--- config.mk ---
export PLATFORM = sky130hd
export DESIGN_NAME = rom_ctrl_check_seq
export DESIGN_NICKNAME = d
export VERILOG_FILES = /design/src/rtl/rom_ctrl_check_seq.sv
export SDC_FILE = /design/constraint.sdc
export NUM_CORES = 2
export LEC_CHECK = 0
export CAP_MARGIN = 15
export CELL_PAD_IN_SITES_DETAIL_PLACEMENT = 1
export CELL_PAD_IN_SITES_GLOBAL_PLACEMENT = 1
export CORE_AREA = 3 3 259 389
export DETAILED_ROUTE_END_ITERATION = 8
export DIE_AREA = 0 0 262 392
export PLACE_DENSITY_LB_ADDON = 0.2
export SYNTH_ARGS = -nofsm -noshare
export SYNTH_HDL_FRONTEND = slang
export SYNTH_SLANG_ARGS = --single-unit
--- constraint.sdc ---
create_clock -name clk_i -period 30.6 [get_ports clk_i]
set_clock_uncertainty 0.15 [all_clocks]
set_input_delay 4.59 -clock clk_i [delete_from_list [all_inputs] [get_ports clk_i]]
set_output_delay 4.59 -clock clk_i [all_outputs]
set_load 0.02 [all_outputs]
--- src/rtl/rom_ctrl_check_seq.sv ---
// ---------------------------------------------------------------------------
// rom_ctrl_check_seq
//
// Boot-time ROM integrity sequencer. After reset it owns the ROM read port,
// streams the image body (all words below the top DigestWords) into the KMAC
// hash input, then reads the expected digest from the top DigestWords words.
// It compares that expected digest with the digest KMAC returns. The outcome
// goes to pwrmgr and the computed digest goes to keymgr. When the check
// completes, the ROM is released to the bus.
//
// Build option:
//   ROM_CTRL_CHECK_BYPASS_EN - when defined, the checker is not built. From
//   the first cycle after reset the block reports done/good, presents a zero
//   digest marked valid, and hands the ROM to the bus.
//
// Parameters:
//   RomDepth    ROM size in 32-bit words (must exceed DigestWords)
//   AddrW       ROM word address width, $clog2(RomDepth)
//   DigestWords expected-digest words at the top of ROM (at most 8)
//
// Ports:
//   clk_i, rst_i         clock, asynchronous active-high reset
//   rom_req_o/addr_o     ROM read strobe/address; data returns 1 cycle later
//   rom_rdata_i          ROM read data
//   kmac_data_*          hash input stream (valid/data/last, ready)
//   kmac_digest_*        single-cycle computed-digest pulse and value
//   bus_sel_o            1: checker owns ROM, 0: bus owns ROM
//   pwrmgr_data_o        {done, good}
//   keymgr_data_o        {digest[255:0], valid}
//   alert_o              fatal alert, sticky until reset
// ---------------------------------------------------------------------------
module rom_ctrl_check_seq #(
  parameter int RomDepth    = 64,
  parameter int AddrW       = 6,
  parameter int DigestWords = 8
) (
  input  logic             clk_i,
  input  logic             rst_i,
  output logic             rom_req_o,
  output logic [AddrW-1:0] rom_addr_o,
  input  logic [31:0]      rom_rdata_i,
  output logic             kmac_data_valid_o,
  output logic [31:0]      kmac_data_o,
  output logic             kmac_data_last_o,
  input  logic             kmac_data_ready_i,
  input  logic             kmac_digest_valid_i,
  input  logic [255:0]     kmac_digest_i,
  output logic             bus_sel_o,
  output logic [1:0]       pwrmgr_data_o,
  output logic [256:0]     keymgr_data_o,
  output logic             alert_o
);

`ifdef ROM_CTRL_CHECK_BYPASS_EN

  // Low during reset, high from the first edge after reset release.
  logic byp_q;

  always_ff @(posedge clk_i or posedge rst_i) begin
    if (rst_i) begin
      byp_q <= 1'b0;
    end else begin
      byp_q <= 1'b1;
    end
  end

  assign rom_req_o         = 1'b0;
  assign rom_addr_o        = '0;
  assign kmac_data_valid_o = 1'b0;
  assign kmac_data_o       = '0;
  assign kmac_data_last_o  = 1'b0;
  assign bus_sel_o         = ~byp_q;
  assign pwrmgr_data_o     = {byp_q, byp_q};
  assign keymgr_data_o     = {256'h0, byp_q};
  assign alert_o           = 1'b0;

  logic unused_inputs;
  assign unused_inputs = ^{rom_rdata_i, kmac_data_ready_i, kmac_digest_valid_i, kmac_digest_i};

`else

  typedef enum logic [3:0] {
    IDLE     = 4'd0,
    REQ      = 4'd1,
    DATA     = 4'd2,
    PUSH     = 4'd3,
    TOP_REQ  = 4'd4,
    TOP_DATA = 4'd5,
    WAIT_DIG = 4'd6,
    CMP      = 4'd7,
    DONE     = 4'd8,
    ERROR    = 4'd9
  } state_e;

  localparam logic [AddrW-1:0] LastBody = AddrW'(RomDepth - DigestWords - 1);
  localparam logic [AddrW-1:0] TopBase  = AddrW'(RomDepth - DigestWords);
  localparam logic [AddrW-1:0] TopLast  = AddrW'(RomDepth - 1);

  state_e             state_q, state_d;
  logic [AddrW-1:0]   cnt_q, cnt_d;
  logic [31:0]        data_q;
  logic [255:0]       exp_q;
  logic [255:0]       dig_q;
  logic               dig_vld_q;
  logic [1:0]         pwr_q;
  logic [256:0]       key_q;
  logic               bus_sel_q;
  logic               alert_q;
  logic [2:0]         top_idx;
  logic               dig_match;
  logic               dig_window;

  // Word slot inside the expected digest for the current top-of-ROM read.
  assign top_idx   = 3'(cnt_q - TopBase);
  assign dig_match = (dig_q == exp_q);
  // A digest is only legitimate once the whole body has been pushed.
  assign dig_window = (state_q == TOP_REQ) || (state_q == TOP_DATA) || (state_q == WAIT_DIG);

  always_ff @(posedge clk_i or posedge rst_i) begin
    if (rst_i) begin
      state_q <= IDLE;
      cnt_q   <= '0;
    end else begin
      state_q <= state_d;
      cnt_q   <= cnt_d;
    end
  end

  always_comb begin
    state_d = state_q;
    cnt_d   = cnt_q;
    case (state_q)
      IDLE: begin
        state_d = REQ;
        cnt_d   = '0;
      end
      REQ:  state_d = kmac_digest_valid_i ? ERROR : DATA;
      DATA: state_d = kmac_digest_valid_i ? ERROR : PUSH;
      PUSH: begin
        if (kmac_digest_valid_i) begin
          state_d = ERROR;
        end else if (kmac_data_ready_i) begin
          if (cnt_q == LastBody) begin
            cnt_d   = TopBase;
            state_d = TOP_REQ;
          end else begin
            cnt_d   = cnt_q + AddrW'(1);
            state_d = REQ;
          end
        end
      end
      TOP_REQ: state_d = TOP_DATA;
      TOP_DATA: begin
        if (cnt_q == TopLast) begin
          state_d = WAIT_DIG;
        end else begin
          cnt_d   = cnt_q + AddrW'(1);
          state_d = TOP_REQ;
        end
      end
      WAIT_DIG: begin
        if (dig_vld_q) begin
          state_d = CMP;
        end
      end
      CMP:     state_d = DONE;
      DONE:    state_d = DONE;
      ERROR:   state_d = ERROR;
      default: state_d = ERROR;
    endcase
  end

  always_ff @(posedge clk_i or posedge rst_i) begin
    if (rst_i) begin
      data_q    <= '0;
      exp_q     <= '0;
      dig_q     <= '0;
      dig_vld_q <= 1'b0;
      pwr_q     <= 2'b00;
      key_q     <= '0;
      bus_sel_q <= 1'b1;
      alert_q   <= 1'b0;
    end else begin
      if (state_q == DATA) begin
        data_q <= rom_rdata_i;
      end
      if (state_q == TOP_DATA) begin
        exp_q[32*top_idx +: 32] <= rom_rdata_i;
      end
      if (kmac_digest_valid_i && dig_window) begin
        dig_vld_q <= 1'b1;
        dig_q     <= kmac_digest_i;
      end
      // Result outputs are written only on the way into a terminal state.
      if (state_d == ERROR) begin
        alert_q   <= 1'b1;
        pwr_q     <= 2'b10;
        key_q     <= '0;
        bus_sel_q <= 1'b1;
      end else if (state_q == CMP) begin
        pwr_q     <= {1'b1, dig_match};
        key_q     <= {dig_q, 1'b1};
        bus_sel_q <= 1'b0;
      end
    end
  end

  assign rom_req_o         = (state_q == REQ) || (state_q == TOP_REQ);
  assign rom_addr_o        = cnt_q;
  assign kmac_data_valid_o = (state_q == PUSH);
  assign kmac_data_o       = data_q;
  assign kmac_data_last_o  = (state_q == PUSH) && (cnt_q == LastBody);
  assign bus_sel_o         = bus_sel_q;
  assign pwrmgr_data_o     = pwr_q;
  assign keymgr_data_o     = key_q;
  assign alert_o           = alert_q;

`endif

endmodule
---- After elaboration in Yosys (flattened, before gate mapping) ----
Index checks and enable logic that the tools add are counted.
Widths: inputs -> output; s select.
operators by class
  shift operators ......................... 2
  equal/unequal tests ..................... 15
  add/sub/neg operators ................... 3
  reductions and logical operators ........ 10
  muxes and demuxes ....................... 20
operator list
  cell                       number
  $mux 257                   2
  $bwmux 256                 1
  $eq 256x256->1             1
  $shift 32x34->256 const A  1
  $shiftx 32x34->256         1
  $neg 8->34                 1
  $pmux 4 s8                 1
  $mux 6                     4
  $mux 4                     5
  $pmux 6 s3                 1
  $eq 4x3->1 const B         4
  $eq 6x6->1 const B         2
  $eq 4x2->1 const B         2
  $eq 4x4->1 const B         2
  $add 6x1->6 const B        1
  $mux 2                     3
  $eq 4x1->1 const B         1
  $logic_not 4->1            1
  $ne 2x2->1 const B         2
  $reduce_and 4->1           1
  $logic_or 1x1->1           3
  $mux 3                     1
  $reduce_bool 3->1          1
  $sub 3x1->3 const B        1
  other kinds (5)            7
storage, ports and cells
  register bits ........................... 816
  bits of input ports ..................... 292
  output and inout port bits .............. 302

---- Longest topological paths before layout ----
  depth in word-level cells ............... 7
  mapped depth ............................ 12

---- Least setup slack after synthesis ----
Ideal clock, no wire load.
  kind .................................... flip-flop to output port
  start ................................... reg cnt_q[1] (netlist: rom_addr_o[1])
  end ..................................... out kmac_data_last_o
  path buffers ............................ 0
  data required time ...................... 25.860 ns
  setup slack ............................. 23.968 ns
  arrival time ............................ 1.892 ns
  stages on the path, launching flop included .. 5
  path through ............................ dfrtp_1 -> ha_1 -> nand3_1 -> or3_4 -> nor4_1
on the way
  cells in the longest elaborated chain, start to end .. 2
ends and longest elaborated chain
  what                    RTL line  source
  start, declared         100       logic [AddrW-1:0] cnt_q, cnt_d;
  start signal, assigned  125       cnt_q <= cnt_d;
  $eq 6x6->1              212       assign kmac_data_last_o = (state_q == PUSH) && (cnt_q == LastBody);
  $logic_and 1x1->1       212
  end, declared           44        output logic kmac_data_last_o,
No other way between the ends.

---- Worst setup path after layout ----
  start ................................... reg cnt_q[0] (netlist: rom_addr_o[0])
  end ..................................... out kmac_data_last_o
Same word-level chain as after synthesis.

==> flow_summary.yaml <==
worst_setup_path:
  cp_data_arrival_time_ps: 3120
  crit_buf_inv: 1
  start_kind: "flip-flop"
  cpLargestDelayFamily: "simple AND/OR/NAND/NOR gates"
  cp_data_required_time_ps: 25860
  criticalPathCategory: "reg2out"
  slowest_stage: "clkdlybuf4s50_1"
  path_max_fanout: 10
  end_kind: "output pin"
  cpPeakStageDelay_ps: 690
  path_cells: "ha_1 -> nand3_1 -> or3_4 -> nor4_1 -> clkdlybuf4s50_1"
global_routing:
  grt.total_usage_pct: 26.9
  first_global_vias: 26900
  grt_max_degree: 157
  antenna_found_initial: 13
  grt-ovfl-total: 0
  grt_first_pass_wirelength_um: 197000
power:
  power.leakage_nw: 19.0
  p_total_mw: 2.31
  vdd_ir_drop_max_mv: 0.0389
  power_density_nw_per_um2: 52.4
yosys:
  synth_area_leaders: "dfrtp_1 60%, mux2_2 12%, nand2_1 10%, a21oi_1 3.8%, xor2_1 3.7%"
  synth-async-reset-ratio_pct: 100
  postSynthAreaPerCell_um2: 10.9
  synth_cell_types: 48
  synth-edff-count: 0
  synth.most_common_cell: "nand2_1"
  synth_seq_cells: 816
  synth_flop_cell: "dfrtp_1"
  yosysSeqAreaShare_pct: 59.9
  netlist_instances: 3130
  synth_largest_area_cell: "dfrtp_1"
  syn_nets: 3425
  syn-cell-area_um2: 34100
  synth_top_cell_area_share_pct: 59.8
  synth_warnings: 0
  synth_common_cells: "909 x nand2_1, 815 x dfrtp_1, 358 x mux2_2"
clock_network:
  cts_tree: "done"
  clk_path_buf_depth: 3
  numCtsBuffers: 85
  cts_hold_buf: 0
  h-tree-depth: 3
  clk_latency_ps: 660
  cts_setup_buffers: 0
  cts_sinks: 816
  root_buffer: "clkbuf_16"
  cts-resized-gates: 0
  clk_pin_slew_ps: 60
route:
  drt-pass1-iter-count: 5
  drt_iter0_markers: 1761
  final_antenna_net_count: 0
  routed_wl_um: 139000
  wl_per_cell_um: 27.8
  drc_errors: 0
  via_count: 25500
  viasPerCell: 5.09
sta:
  fin_crit_sh_pct: 25.7
  finalSetupViolations: 0
  slew_headroom_pct: 22.1
  fmax_mhz: 127
  finalCriticalPeriod_ps: 7860
  holdWs_ps: 321
  drv_slew: 0
  grt_setup_unrepaired: "no"
  fin_tns_setup_ps: 0
  hold_viol: 0
  tightestPinTransition_ps: 1170
place:
  post-dp-hpwl_um: 99800
  gp_congestion: 0.816
  portBuffers: 593
  placed_area_um2: 41300
die:
  die-area_um2: 103000
  num_io_pins: 594
  core_area_um2: 98100
  die_x_um: 262
  die_height_um: 392
  rows: 141
  start_util_pct: 34.8
job:
  maxCapViolCount: 0
hold_path:
  hold_path.class: "reg2reg"
cells_and_area:
  drive_gt1_share_pct: 14.8
  final_nets: 3947
  final_area_um2: 44100
  syn_to_final_growth_pct: 29.3
run_status:
  status: "completed"
==> state kept, by name (all words and copies together), names as in the netlist <==
signal	cells
exp_q	256
alert_o	1
state_q	4
rom_addr_o	6
bus_sel_o	1
dig_q	256
keymgr_data_o	257
dig_vld_q	1
kmac_data_o	32
pwrmgr_data_o	2
==> per-layer routing <==
metal  vias up  global-route usage, %  routed length (µm)
li1      11400                      -                   -
met1     13200                   33.5               56700
met2       684                   46.2               69700
met3       170                   5.31                8060
met4         2                   9.27                4530
met5         -                      0                   9
==> cells in the final DEF, fill, tap and decap left out, types with 3 or more instances in the layout <==
master	instances
nand2_1	908
dfrtp_1	815
clkdlybuf4s50_1	593
mux2_2	358
a21oi_1	262
xor2_1	146
xnor2_1	105
o21ai_0	92
clkbuf_16	87
nand3_1	53
nor4_1	44
nand4_1	37
buf_4	36
clkbuf_8	20
clkbuf_1	18
nand3b_1	14
inv_1	13
clkinv_2	13
nor2_1	12
nor3_1	9
diode_2	7
a21o_1	5
bufinv_16	5
buf_12	5
o22ai_1	4
and3_1	3
nand2b_1	3
nor2_2	3
or3_1	3
ha_1	3
==> worst reg2reg max path, delay by kind of cell, from the launching register on <==
| family | cells | cell delay [ps] |
|---|---|---|
| simple gates | 4 | 1890 |
| buf+inv | 1 | 360 |
| flops | 1 | 610 |
| compound gates | 2 | 720 |
| fa+ha+maj | 1 | 300 |
==> power by group <==
| part | switching [mW] | leakage (nW) | internal [mW] |
|---|---|---|---|
| clock | 0.448 | 1.37 | 0.611 |
| combinational | 0.108 | 7.40 | 0.0504 |
| sequential | 0.00596 | 10.2 | 1.08 |
==> kinds of logic (layout without fill, tap and decap cells) <==
| logic type | count (synthesis) | in the layout | share of synthesized area (%) |
|---|---|---|---|
| simple gates | 1108 | 1108 | 13.4 |
| flops | 816 | 816 | 59.9 |
| compound gates | 380 | 380 | 5.80 |
| mux | 358 | 358 | 11.8 |
| xor+xnor | 251 | 251 | 6.45 |
| buf+inv | 214 | 796 | 2.54 |
| fa+ha+maj | 3 | 3 | 0.110 |
| other cells | 0 | 7 | 0 |
==> through the flow <==
stage	instances	setup WS (ps)	utilization (%)
3_5_place_dp	4852	22350	42.1
5_1_grt	5004	22530	44.9
2_1_floorplan	3130	2940	-
4_1_cts	4999	22640	44.9
6_report	5006	22740	44.9
3_3_place_gp	4852	22350	42.1
==> path summary, 6_finish.rpt <==
path                                      end  cells past startpoint  slack (ps)     startpoint
max in group asynchronous          exp_q[148]                      5       23190          rst_i
max reg2reg                  pwrmgr_data_o[0]                      8       26490  rom_addr_o[0]
min reg2reg                         dig_vld_q                      1         320      dig_vld_q
max                          kmac_data_last_o                      5       22740  rom_addr_o[0]
min                                 dig_vld_q                      1         320      dig_vld_q
min in group asynchronous  keymgr_data_o[197]                      2        4370          rst_i
==> cell type report <==
cell class | count | area, µm²
clock buffer | 125 | 2520
inverter | 15 | 63.8
clock inverter | 22 | 249
sequential | 816 | 20400
antenna | 7 | 17.5
tap | 1287 | 1610
fill | 10600 | 54000
multi-input combinational | 2100 | 12900
timing repair buffer | 634 | 6310
Power figures use the tool's default switching activity.
